### src/rtl/ps2_pkg.sv
// rtl/ps2_pkg.sv - shared PS/2 constants and frame FSM state type
package ps2_pkg;

    localparam logic [7:0] PS2_EXT    = 8'hE0;
    localparam logic [7:0] PS2_BRK    = 8'hF0;
    localparam int         FRAME_BITS = 11;

    typedef enum logic [1:0] {
        IDLE   = 2'd0,
        DATA   = 2'd1,
        PARITY = 2'd2,
        STOP   = 2'd3
    } frame_state_t;

endpackage

### src/rtl/ps2_frame_rx.sv
// rtl/ps2_frame_rx.sv - PS/2 pad synchroniser, falling-edge detect, frame FSM and timeout
module ps2_frame_rx
    import ps2_pkg::*;
#(
    parameter int SYNC_STAGES    = 3,
    parameter int TIMEOUT_CYCLES = 5000
) (
    input  logic       clk,
    input  logic       rst,
    input  logic       ps2_clk,
    input  logic       ps2_data,
    output logic       byte_valid,
    output logic [7:0] rx_byte,
    output logic       frame_err
);

    localparam int             TW      = $clog2(TIMEOUT_CYCLES + 1);
    localparam logic [TW-1:0]  TO_LAST = TW'(TIMEOUT_CYCLES - 1);

    logic [SYNC_STAGES-1:0] clk_sync_q, dat_sync_q;
    frame_state_t           state_q, state_d;
    logic [2:0]             cnt_q, cnt_d;
    logic [7:0]             shift_q, shift_d;
    logic                   par_q, par_d;
    logic [TW-1:0]          to_q, to_d;
    logic                   bv_q, bv_d;
    logic                   err_q, err_d;
    logic                   fall;
    logic                   dat;

    // Index 0 is the newest sample; the chain idles high like the bus.
    assign fall = clk_sync_q[SYNC_STAGES-1] & ~clk_sync_q[SYNC_STAGES-2];
    assign dat  = dat_sync_q[SYNC_STAGES-1];

    always_comb begin
        state_d = state_q;
        cnt_d   = cnt_q;
        shift_d = shift_q;
        par_d   = par_q;
        bv_d    = 1'b0;
        err_d   = 1'b0;
        to_d    = (state_q == IDLE) ? '0 : to_q + 1'b1;
        if (fall) begin
            to_d = '0;
            case (state_q)
                IDLE: begin
                    if (!dat) begin
                        state_d = DATA;
                        cnt_d   = 3'd0;
                        shift_d = 8'd0;
                    end else begin
                        err_d = 1'b1;
                    end
                end
                DATA: begin
                    shift_d = {dat, shift_q[7:1]};
                    if (cnt_q == 3'd7) state_d = PARITY;
                    else               cnt_d   = cnt_q + 3'd1;
                end
                PARITY: begin
                    par_d   = dat;
                    state_d = STOP;
                end
                STOP: begin
                    if (dat && (^{shift_q, par_q})) bv_d  = 1'b1;
                    else                            err_d = 1'b1;
                    state_d = IDLE;
                end
                default: state_d = IDLE;
            endcase
        end else if (state_q != IDLE && to_q == TO_LAST) begin
            err_d   = 1'b1;
            state_d = IDLE;
            to_d    = '0;
        end
    end

    always_ff @(posedge clk or negedge rst) begin
        if (!rst) begin
            clk_sync_q <= '1;
            dat_sync_q <= '1;
            state_q    <= IDLE;
            cnt_q      <= 3'd0;
            shift_q    <= 8'd0;
            par_q      <= 1'b0;
            to_q       <= '0;
            bv_q       <= 1'b0;
            err_q      <= 1'b0;
        end else begin
            clk_sync_q <= {clk_sync_q[SYNC_STAGES-2:0], ps2_clk};
            dat_sync_q <= {dat_sync_q[SYNC_STAGES-2:0], ps2_data};
            state_q    <= state_d;
            cnt_q      <= cnt_d;
            shift_q    <= shift_d;
            par_q      <= par_d;
            to_q       <= to_d;
            bv_q       <= bv_d;
            err_q      <= err_d;
        end
    end

    assign byte_valid = bv_q;
    assign rx_byte    = shift_q;
    assign frame_err  = err_q;

endmodule

### src/rtl/ps2_key_decoder.sv
// rtl/ps2_key_decoder.sv - PS/2 prefix decoder, scan code strobe and per-key held state
module ps2_key_decoder
    import ps2_pkg::*;
#(
    parameter int                    NUM_KEYS       = 4,
    parameter logic [NUM_KEYS*9-1:0] KEY_CODES      = {9'h174, 9'h16B, 9'h175, 9'h05A},
    parameter int                    SYNC_STAGES    = 3,
    parameter int                    TIMEOUT_CYCLES = 5000
) (
    input  logic                clk,
    input  logic                rst,
    input  logic                ps2_clk,
    input  logic                ps2_data,
    output logic [NUM_KEYS-1:0] key_state,
    output logic                code_valid,
    output logic [7:0]          code,
    output logic                code_ext,
    output logic                code_brk,
    output logic                frame_err
);

    logic                byte_valid;
    logic [7:0]          rx_byte;
    logic                rx_err;
    logic                ext_q, ext_d, brk_q, brk_d;
    logic [7:0]          code_q, code_d;
    logic                cext_q, cext_d, cbrk_q, cbrk_d;
    logic                cv_q, cv_d;
    logic [NUM_KEYS-1:0] key_q, key_d;

    ps2_frame_rx #(
        .SYNC_STAGES    (SYNC_STAGES),
        .TIMEOUT_CYCLES (TIMEOUT_CYCLES)
    ) u_rx (
        .clk        (clk),
        .rst        (rst),
        .ps2_clk    (ps2_clk),
        .ps2_data   (ps2_data),
        .byte_valid (byte_valid),
        .rx_byte    (rx_byte),
        .frame_err  (rx_err)
    );

    always_comb begin
        ext_d  = ext_q;
        brk_d  = brk_q;
        code_d = code_q;
        cext_d = cext_q;
        cbrk_d = cbrk_q;
        cv_d   = 1'b0;
        key_d  = key_q;
        if (rx_err) begin
            ext_d = 1'b0;
            brk_d = 1'b0;
        end else if (byte_valid) begin
            if (rx_byte == PS2_EXT) begin
                ext_d = 1'b1;
            end else if (rx_byte == PS2_BRK) begin
                brk_d = 1'b1;
            end else begin
                code_d = rx_byte;
                cext_d = ext_q;
                cbrk_d = brk_q;
                cv_d   = 1'b1;
                ext_d  = 1'b0;
                brk_d  = 1'b0;
                // Key bits move on the same edge that raises code_valid.
                for (int i = 0; i < NUM_KEYS; i++) begin
                    if (KEY_CODES[9*i +: 9] == {ext_q, rx_byte}) key_d[i] = ~brk_q;
                end
            end
        end
    end

    always_ff @(posedge clk or negedge rst) begin
        if (!rst) begin
            ext_q  <= 1'b0;
            brk_q  <= 1'b0;
            code_q <= 8'd0;
            cext_q <= 1'b0;
            cbrk_q <= 1'b0;
            cv_q   <= 1'b0;
            key_q  <= '0;
        end else begin
            ext_q  <= ext_d;
            brk_q  <= brk_d;
            code_q <= code_d;
            cext_q <= cext_d;
            cbrk_q <= cbrk_d;
            cv_q   <= cv_d;
            key_q  <= key_d;
        end
    end

    assign key_state  = key_q;
    assign code_valid = cv_q;
    assign code       = code_q;
    assign code_ext   = cext_q;
    assign code_brk   = cbrk_q;
    assign frame_err  = rx_err;

endmodule
### config.mk
export PLATFORM = sky130hd
export DESIGN_NAME = ps2_key_decoder
export DESIGN_NICKNAME = d
export VERILOG_FILES = /design/src/rtl/ps2_pkg.sv /design/src/rtl/ps2_frame_rx.sv /design/src/rtl/ps2_key_decoder.sv
export SDC_FILE = /design/constraint.sdc
export NUM_CORES = 1
export LEC_CHECK = 0
export BUFFER_PORTS_ARGS = -buffer_cell sky130_fd_sc_hd__buf_4
export CORE_MARGIN = 2
export CORE_UTILIZATION = 61
export CTS_BUF_LIST = sky130_fd_sc_hd__clkbuf_8
export CTS_CLUSTER_SIZE = 10
export DETAILED_ROUTE_END_ITERATION = 6
export GPL_TIMING_DRIVEN = 0
export HOLD_SLACK_MARGIN = 0.03
export PLACE_DENSITY = 0.9
export SLEW_MARGIN = 0
export SYNTH_ARGS = -nofsm -noshare
export SYNTH_HDL_FRONTEND = slang
export SYNTH_SLANG_ARGS = --single-unit
### constraint.sdc
create_clock -name clk -period 2.35 [get_ports clk]
set_input_delay 0.47 -clock clk [delete_from_list [all_inputs] [get_ports clk]]
set_output_delay 0.47 -clock clk [all_outputs]
set_load 0.01 [all_outputs]
---- Word-level counts from Yosys, hierarchy flattened ----
Index checks and enable logic that the tools add are counted.
operators by class
  add/sub/neg operators ................... 2
  equality and inequality tests ........... 17
  muxes and demuxes ....................... 33
  bitwise operators ....................... 6
  reductions and logical operators ........ 19
operators by type and width
  operator                                            number
  two-way mux 13 bit                                  3
  equality test 9 bit, first input constant           3
  AND reduction 5 bit                                 4
  two-way mux 1 bit                                   19
  equality test 8 bit, second input constant          2
  one-hot mux 8 bit (2 select lines)                  1
  adder 13 x 1 -> 13 bit, second input constant       1
  equality test 13 bit, second input constant         1
  equality test 7 x 9 -> 1 bit, first input constant  1
  parity 9 bit                                        1
  two-way mux 2 bit                                   4
  two-way mux 8 bit                                   1
  one-hot mux 2 bit (4 select lines)                  1
  AND reduction 4 bit                                 2
  nonzero test 2 bit                                  4
  two-way mux 3 bit                                   2
  inequality test 3 bit, second input constant        2
  one-hot mux 3 bit (2 select lines)                  1
  AND reduction 2 bit                                 3
  AND reduction 3 bit                                 2
  NOT 1 bit                                           5
  equality test 2 bit, second input constant          2
  inequality test 2 bit, second input constant        2
  adder 3 x 1 -> 3 bit, second input constant         1
  other kinds (8)                                     9
storage, ports and cells
  bits in registers ....................... 52
  bits of input ports ..................... 4
  output and inout bits ................... 16
  logic and storage cells ................. 96

---- Longest topological paths before layout ----
Gate-level depths: netlist of the first run.
  depth in word-level cells ............... 5
  gate-level depth with buffers ........... 7
  gate-level depth less buffers ........... 6

---- Modules after synthesis ----
Synthesis of the first run repeated with hierarchy kept, for this count alone.
second synthesis, totals
  cell total of the unflattened synthesis .. 197
  area total of the unflattened synthesis .. 2416.1 µm²
modules (own cells, without submodules)
  module           times used  cells an instance  area an instance (µm²)  sequential area each (µm²)
  ps2_frame_rx     1           142                1656.6                  883.3
  ps2_key_decoder  1           55                 759.5                   425.4

---- Least setup slack after synthesis of the first run ----
Ideal clock, no wire load.
  kind .................................... reg-to-reg
  start ................................... reg u_rx.state_q[0]
  end ..................................... reg u_rx.to_q[10]
  setup time .............................. 119 ps
  data arrival time ....................... 1613 ps
  required time ........................... 2231 ps
  slack ................................... 618 ps
  cell stages (with the launch flop) ...... 8
  buffers on the path ..................... 1
  period minus slack after synthesis ...... 1732 ps
  cells stage by stage .................... dfrtp_1 > inv_1 > ha_1 > nand4bb_1 > nor4_4 > or3_4 > buf_4 > nor2_1
between the ends
  longest elaborated chain between the ends .. 4
  elaborated cells on any way between the ends .. 6
  classes of those cells .................. mux (3); reduce/logical (3)
RTL lines
  element                                                         line                                    RTL
  start, declared                                                 ps2_frame_rx.sv:21                      frame_state_t state_q, state_d;
  start signal, assigned                                          ps2_frame_rx.sv:92                      state_q <= state_d;
  logical NOT 2 bit / nonzero test 2 bit (equally long branches)  ps2_frame_rx.sv:42, ps2_frame_rx.sv:71
  two-way mux 13 bit / logical AND 1 bit (equally long branches)  ps2_frame_rx.sv:42, ps2_frame_rx.sv:71
  two-way mux 13 bit (*)                                          ps2_frame_rx.sv:71                      end else if (state_q != IDLE && to_q == TO_LAST) begin
  two-way mux 13 bit (*)                                          ps2_frame_rx.sv:43                      if (fall) begin
  via u_rx.to_d[10]                                               ps2_frame_rx.sv:25                      logic [TW-1:0] to_q, to_d;
  end signal, assigned                                            ps2_frame_rx.sv:96                      to_q <= to_d;
  end, declared                                                   ps2_frame_rx.sv:25
The timed path passes the listed nets; every way through them passes the cells marked *.
A chain may end at the register's enable or synchronous reset.

---- Worst setup path after layout of the first run ----
  start ................................... reg u_rx.state_q[0]
  end ..................................... reg u_rx.to_q[11]
Same word-level chain as after synthesis.

==> results of run 1 <==
[power breakdown]
part	internal (mW)	total (mW)	leakage [nW]	switching [mW]
clock network	0.262	0.532	0.0503	0.269
logic	0.396	0.759	0.499	0.364
registers	1.04	1.20	0.687	0.154
total	1.70	2.49	1.24	0.787
[state kept, by name, indices dropped and copies added (netlist names)]
name	flops
u_rx.byte_valid	1
key_state	4
u_rx.cnt_q	3
u_rx.dat_sync_q	3
code_valid	1
u_rx.par_q	1
brk_q	1
u_rx.rx_byte	8
code	8
u_rx.clk_sync_q	3
u_rx.frame_err	1
code_brk	1
ext_q	1
u_rx.state_q	2
u_rx.to_q	13
code_ext	1
[cell families after synthesis]
group / Yosys count / synth area share
buf+inv: 13 / 0.02563
xor+xnor: 18 / 0.07022
simple gates: 62 / 0.1589
mux: 16 / 0.08611
fa+ha+maj: 8 / 0.04101
flops: 52 / 0.5361
compound gates: 29 / 0.08201
[per-stage QoR]
stage | cells | setup WS [ns] | total power, mW | area [um^2] | utilization
after CTS | 272 | 0.3699 | 2.504 | 2740 | 0.7320
final | 272 | 0.3824 | 2.487 | 2740 | 0.7320
after detailed placement | 265 | 0.3771 | 1.978 | 2644 | 0.7062
after floorplan | 198 | 0.6183 | 1.748 | 2441 | -
after global placement | 265 | 0.4461 | 1.923 | 2644 | 0.7062
after global routing | 272 | 0.2869 | 2.655 | 2740 | 0.7320
[layout by cell type, fill, tap and decap left out, types with 2 or more instances in the layout]
| master | Yosys | layout |
|---|---|---|
| nor2_1 | 17 | 17 |
| xnor2_1 | 13 | 13 |
| nor2b_1 | 3 | 3 |
| clkbuf_1 | 2 | 2 |
| a22o_1 | 9 | 9 |
| and3_1 | 4 | 4 |
| a21oi_1 | 7 | 7 |
| nand4bb_1 | 3 | 3 |
| dfrtp_1 | 46 | 46 |
| or3_4 | 2 | 2 |
| nand4_1 | 6 | 6 |
| dfstp_2 | 6 | 6 |
| o2bb2ai_1 | 2 | 2 |
| mux2i_1 | 3 | 3 |
| o21ai_0 | 5 | 5 |
| nand2_1 | 6 | 6 |
| mux2_4 | 9 | 9 |
| ha_1 | 8 | 8 |
| clkbuf_8 | 0 | 7 |
| mux2_2 | 4 | 4 |
| inv_1 | 7 | 7 |
| nand3_1 | 5 | 5 |
| a211oi_1 | 3 | 3 |
| nor3_1 | 4 | 4 |
| buf_4 | 1 | 20 |
| xor2_1 | 4 | 4 |
[layout make-up]
| cell class | count | area [um^2] |
|---|---|---|
| clock buffer | 7 | 96.34 |
| sequential | 52 | 1309 |
| tap | 48 | 60.06 |
| multi-input combinational | 133 | 1070 |
| timing repair buffer | 19 | 142.6 |
| fill | 257 | 1003 |
| inverter | 7 | 26.28 |
| buffer | 6 | 36.28 |
[worst max-delay path by stage]
stage | cells after the start | to | slack, ns | startpoint
after global placement | 7 | u_rx.to_q[8]$_DFF_PN0_ | 0.45 | u_rx.state_q[0]$_DFFE_PN0P_
after CTS | 7 | u_rx.to_q[5]$_DFF_PN0_ | 0.37 | u_rx.state_q[0]$_DFFE_PN0P_
after global routing | 7 | u_rx.to_q[11]$_DFF_PN0_ | 0.29 | u_rx.state_q[0]$_DFFE_PN0P_
after detailed placement | 7 | u_rx.to_q[5]$_DFF_PN0_ | 0.38 | u_rx.state_q[0]$_DFFE_PN0P_
after floorplan | 7 | u_rx.to_q[10]$_DFF_PN0_ | 0.62 | u_rx.state_q[0]$_DFFE_PN0P_
final | 7 | u_rx.to_q[11]$_DFF_PN0_ | 0.38 | u_rx.state_q[0]$_DFFE_PN0P_
[critical path, cell delays in order, from the launching register on]
cell	delay, ns
dfrtp_1	0.39
inv_1	0.10
ha_1	0.29
nand4bb_1	0.25
nor4_4	0.38
or3_4	0.21
buf_4	0.17
nor2_1	0.07
[per-layer routing]
metal  global-route usage  vias up  wire, um
li1                     -      757         -
met1               0.2701      779      1817
met2               0.3515       35      2001
met3              0.05500        6       177
met4              0.08929        0        65
met5                    0        -         0
==> results.yml, run 1 <==
global_routing:
  overflow: 0
  gr-usage-all-layers: 0.2140
  grt_max_degree: 53
  grt_pass1_wl_um: 7038
  first_global_vias: 1547
  antenna_found_initial: 0
setup_path:
  ff2ff_path_depth: 7
  cp.required_ns: 2.55
  r2r-end: "u_rx.to_q[11]$_DFF_PN0_"
  crit_arrival_ns: 2.17
  path_class: "reg -> reg"
  r2r_setup_slack_ns: 0.38
  worstSetupEndpointType: "flop"
  worst_setup_path_start_kind: "flop"
  critical_path.max_fanout: 10
  r2r-start: "u_rx.state_q[0]$_DFFE_PN0P_"
sta:
  maxSlewViolCount: 0
  setup-violations-final: 0
  relSlewSlack: 0.5051
  finalCriticalPeriod_ns: 1.968
  min_period_over_period: 0.8373
  rsz0062_at_grt: "no"
  hold_viol: 0
  timing.setup.tns_ns: 0
  hold_slack_ns: 0.1733
  max_freq_ghz: 0.5082
  clock_skew_ns: 0.004113
  tightest_slew_ns: 0.7374
clocking:
  holdBufCountCts: 0
  htreeDepth: 2
  postCtsSetupBuffers: 0
  cts_root_buf: "clkbuf_8"
  max-clock-path-buffers: 2
  cts_resized: 0
  cts_tree: "yes"
  cts_sinks: 52
  clk_pin_slew_ns: 0.08
  cts_buffers: 5
  clk_latency_ns: 0.30
finish:
  antenna_cells: 0
  layout.nets: 236
  area_growth_pct: 12.25
  layout-drive-gt1-share: 0.2500
floorplan:
  die_height_um: 67.26
  top_level_ports: 20
  start_util: 0.6521
  rows: 22
  core_um2: 3744
  die_area_um2: 4524
  dieWidth_um: 67.26
routing:
  num_vias: 1577
  first_pass_iters: 4
  drc: 0
  routed_wl_um: 4063
  ant_nets: 0
  vias_per_cell: 5.798
  wl_per_cell_um: 14.94
  drtIter0Drc: 76
placement:
  gp_congestion: 0.7690
  placement.io_buffers: 19
  dp_hpwl_um: 2886
power_and_ir_drop:
  p_per_area_nw_per_um2: 907.5
  power_leakage_nw: 1.236
  worst_ir_drop_vdd_mv: 0.5977
yosys:
  synth_edf_count: 0
  synth_warnings: 0
  synth_top_cell_by_area: "dfrtp_1"
  yosysSeqAreaShare: 0.5361
  synth_cells: 198
  synth.most_common_cell: "dfrtp_1"
  syn_area_per_cell_um2: 12.33
  syn_area_um2: 2441
  synth_cell_types: 44
  ys_async_sr_fraction: 1.000
  ys_ff_latch: 52
  mappedNetlistNets: 210
  yosysTopAreaCellShare: 0.4716
  synth_top_cells_by_count: "dfrtp_1, nor2_1, xnor2_1, a22o_1, mux2_4"
  synthTopCellsByArea: "dfrtp_1, dfstp_2, mux2_4"
  synth_ff_type: "dfrtp_1"
worst_hold_path:
  hold_class: "in -> async"
run_status:
  status: "completed"
flow_run:
  drv_cap: 0
Power figures use the tool's default switching activity.
==> run 2, diff against run 1 <==
--- a/config.mk
+++ b/config.mk
@@ -7,13 +7,13 @@
 export LEC_CHECK = 0
 export BUFFER_PORTS_ARGS = -buffer_cell sky130_fd_sc_hd__buf_4
 export CORE_MARGIN = 2
-export CORE_UTILIZATION = 61
+export CORE_UTILIZATION = 55
 export CTS_BUF_LIST = sky130_fd_sc_hd__clkbuf_8
 export CTS_CLUSTER_SIZE = 10
 export DETAILED_ROUTE_END_ITERATION = 6
 export GPL_TIMING_DRIVEN = 0
 export HOLD_SLACK_MARGIN = 0.03
-export PLACE_DENSITY = 0.9
+export PLACE_DENSITY = 0.86
 export SLEW_MARGIN = 0
 export SYNTH_ARGS = -nofsm -noshare
 export SYNTH_HDL_FRONTEND = slang
==> constraint.sdc (replaced) <==
create_clock -name clk -period 1.8 [get_ports clk]
set_input_delay 0.36 -clock clk [delete_from_list [all_inputs] [get_ports clk]]
set_output_delay 0.36 -clock clk [all_outputs]
set_load 0.01 [all_outputs]
==> run 2 against run 1 <==
  * Combinational power is 54% higher
  * Final cell count is 3.3% higher
  * Global-route usage down 3.3 points
  * Maximum frequency up 12%
  * Core utilization is 7.3 points lower
  * Largest cell class unchanged
==> results.yml, run 2 (synthesis results as in run 1) <==
sta:
  fin_ws_ns: 0.03590
  finalCriticalPeriod_ns: 1.764
  max_freq_ghz: 0.5669
  setup-violations-final: 0
  maxSlewViolCount: 0
  clock_skew_ns: 0.006373
  tightest_slew_ns: 0.6452
  timing.setup.tns_ns: 0
  min_period_over_period: 0.9801
  relSlewSlack: 0.5699
  hold_viol: 0
global_routing:
  antenna_found_initial: 0
  grt_max_degree: 53
  gr-usage-all-layers: 0.1806
  first_global_vias: 1592
  overflow: 0
  grt_pass1_wl_um: 7120
setup_path:
  cp_cell_sequence: "inv_2, ha_4, nand4bb_4, nor4_4, a21oi_1, mux2_2"
  r2r-end: "u_rx.state_q[0]$_DFFE_PN0P_"
  r2r-start: "u_rx.state_q[1]$_DFFE_PN0P_"
  crit_start: "u_rx.state_q[1]$_DFFE_PN0P_"
  max_stage_delay_ns: 0.41
  ff2ff_path_depth: 6
  critPathBufInv: 1
  critPathTopFamily: "simple AND/OR/NAND/NOR gates"
  r2r_setup_slack_ns: 0.04
  crit_arrival_ns: 1.96
  critical_path.max_fanout: 4
  path_class: "reg -> reg"
  cp_slowest_cell: "nor4_4"
  worst_setup_path_start_kind: "flop"
  worstSetupEndpointType: "flop"
  cp.required_ns: 2.00
routing:
  drtIter0Drc: 123
  first_pass_iters: 4
  num_vias: 1583
  drc: 0
  wl_per_cell_um: 15.42
  routed_wl_um: 4334
  ant_nets: 0
  vias_per_cell: 5.633
power_and_ir_drop:
  power_leakage_nw: 1.262
  seqPwrFrac: 0.444
  p_per_area_nw_per_um2: 1232
  swShare: 0.3119
  p_int_mw: 2.416
  p_switching_mw: 1.095
  power_frac_comb: 0.334
  worst_ir_drop_vdd_mv: 0.5436
  p_clk_frac: 0.222
finish:
  area_growth_pct: 16.71
  ff_latch_area_um2: 1314
  antenna_cells: 0
  final_core_util: 0.6589
  nFillCells: 339
  final_common_cell: "dfrtp_1"
  largest_reg_flops: 13
  top_register: "u_rx.to_q"
  multiInputGateArea_um2: 1116
  fin_cells: 281
  final_cell_mix: "dfrtp_1, buf_4, nor2_1"
  layout.nets: 240
  layout-drive-gt1-share: 0.3144
floorplan:
  dieWidth_um: 70.62
  die_height_um: 70.62
  core_um2: 4324
  die_area_um2: 4987
  rows: 24
  top_level_ports: 20
  start_util: 0.5645
placement:
  dp_slack_ns: -0.1294
  placement.io_buffers: 19
  placedCellCount: 269
  gp_congestion: 0.7790
  dp_hpwl_um: 2765
clocking:
  cts_buffers: 5
  clk_pin_slew_ns: 0.09
  cts_sinks: 52
  clk_latency_ns: 0.31
  cts_tree: "yes"
  htreeDepth: 2
  cts_root_buf: "clkbuf_8"
  max-clock-path-buffers: 2
worst_hold_path:
  hold_class: "in -> async"
flow_run:
  drv_cap: 0
run_status:
  status: "completed"
-- run 2: cell count changes in the layout (fill, tap and decap cells not counted), sizes merged --
cell,before,now
inv,7,8
clkbuf,10,7
bufinv,0,1
buf,22,27
clkinv,0,1
-- run 2: layout make-up --
cell class	count	area share
Buffer	5	0.01405
Inverter	7	0.009223
Tap cell	52	0.02284
Multi-Input combinational cell	133	0.3917
Clock inverter	3	0.01361
Timing Repair Buffer	24	0.06324
Clock buffer	5	0.02415
Sequential cell	52	0.4611
-- run 2: stage by stage --
| stage | cell area (um^2) | hold WS, ns | power (mW) |
|---|---|---|---|
| 5_1_grt | 2849 | 0.1131 | 3.748 |
| 4_1_cts | 2781 | 0.09023 | 3.400 |
| 6_report | 2849 | 0.07079 | 3.511 |
| 3_5_place_dp | 2649 | 0.3491 | 2.554 |
| 2_1_floorplan | 2441 | 0.06441 | 2.281 |
| 3_3_place_gp | 2649 | 0.3467 | 2.510 |
-- run 2: worst reg2reg max path, stage by stage, from the launching register on --
cell       delay [ns]
dfrtp_1          0.38
inv_2            0.09
ha_4             0.18
nand4bb_4        0.20
nor4_4           0.41
a21oi_1          0.11
mux2_2           0.28
-- run 2: worst max-delay path by stage --
stage | cells after the start | end | slack (ns)
2_1_floorplan | 7 | u_rx.to_q[11]$_DFF_PN0_ | 0.07
3_3_place_gp | 7 | u_rx.to_q[8]$_DFF_PN0_ | -0.1
3_5_place_dp | 7 | u_rx.to_q[7]$_DFF_PN0_ | -0.13
4_1_cts | 7 | u_rx.to_q[8]$_DFF_PN0_ | 0.009
5_1_grt | 7 | u_rx.to_q[7]$_DFF_PN0_ | -0.07
6_report | 6 | u_rx.state_q[0]$_DFFE_PN0P_ | 0.04
-- run 2: routing by layer --
metal / part of all wire / track usage
met1: 0.44 / 0.2204
met2: 0.50 / 0.3040
met3: 0.042 / 0.05413
met4: 0.017 / 0.06918
met5: 0 / 0
-- run 2: repair_timing --
| action | in CTS | in global routing |
|---|---|---|
| resized for setup | 1 | 14 |
| buffers inserted | 3 | 2 |
| pin swaps | 2 | 3 |
| hold buffers | 0 | 0 |
| endpoints found under the setup margin | 21 | 35 |
-- run 2: power groups by stage --
| stage | sequential (mW) | combinational [mW] | clock (mW) |
|---|---|---|---|
| final | 1.56 | 1.17 | 0.780 |
| after global routing | 1.59 | 1.30 | 0.855 |
| after CTS | 1.55 | 1.05 | 0.808 |
| after detailed placement | 1.57 | 0.980 | 0 |
| after global placement | 1.57 | 0.944 | 0 |
| after floorplan | 1.55 | 0.735 | 0 |
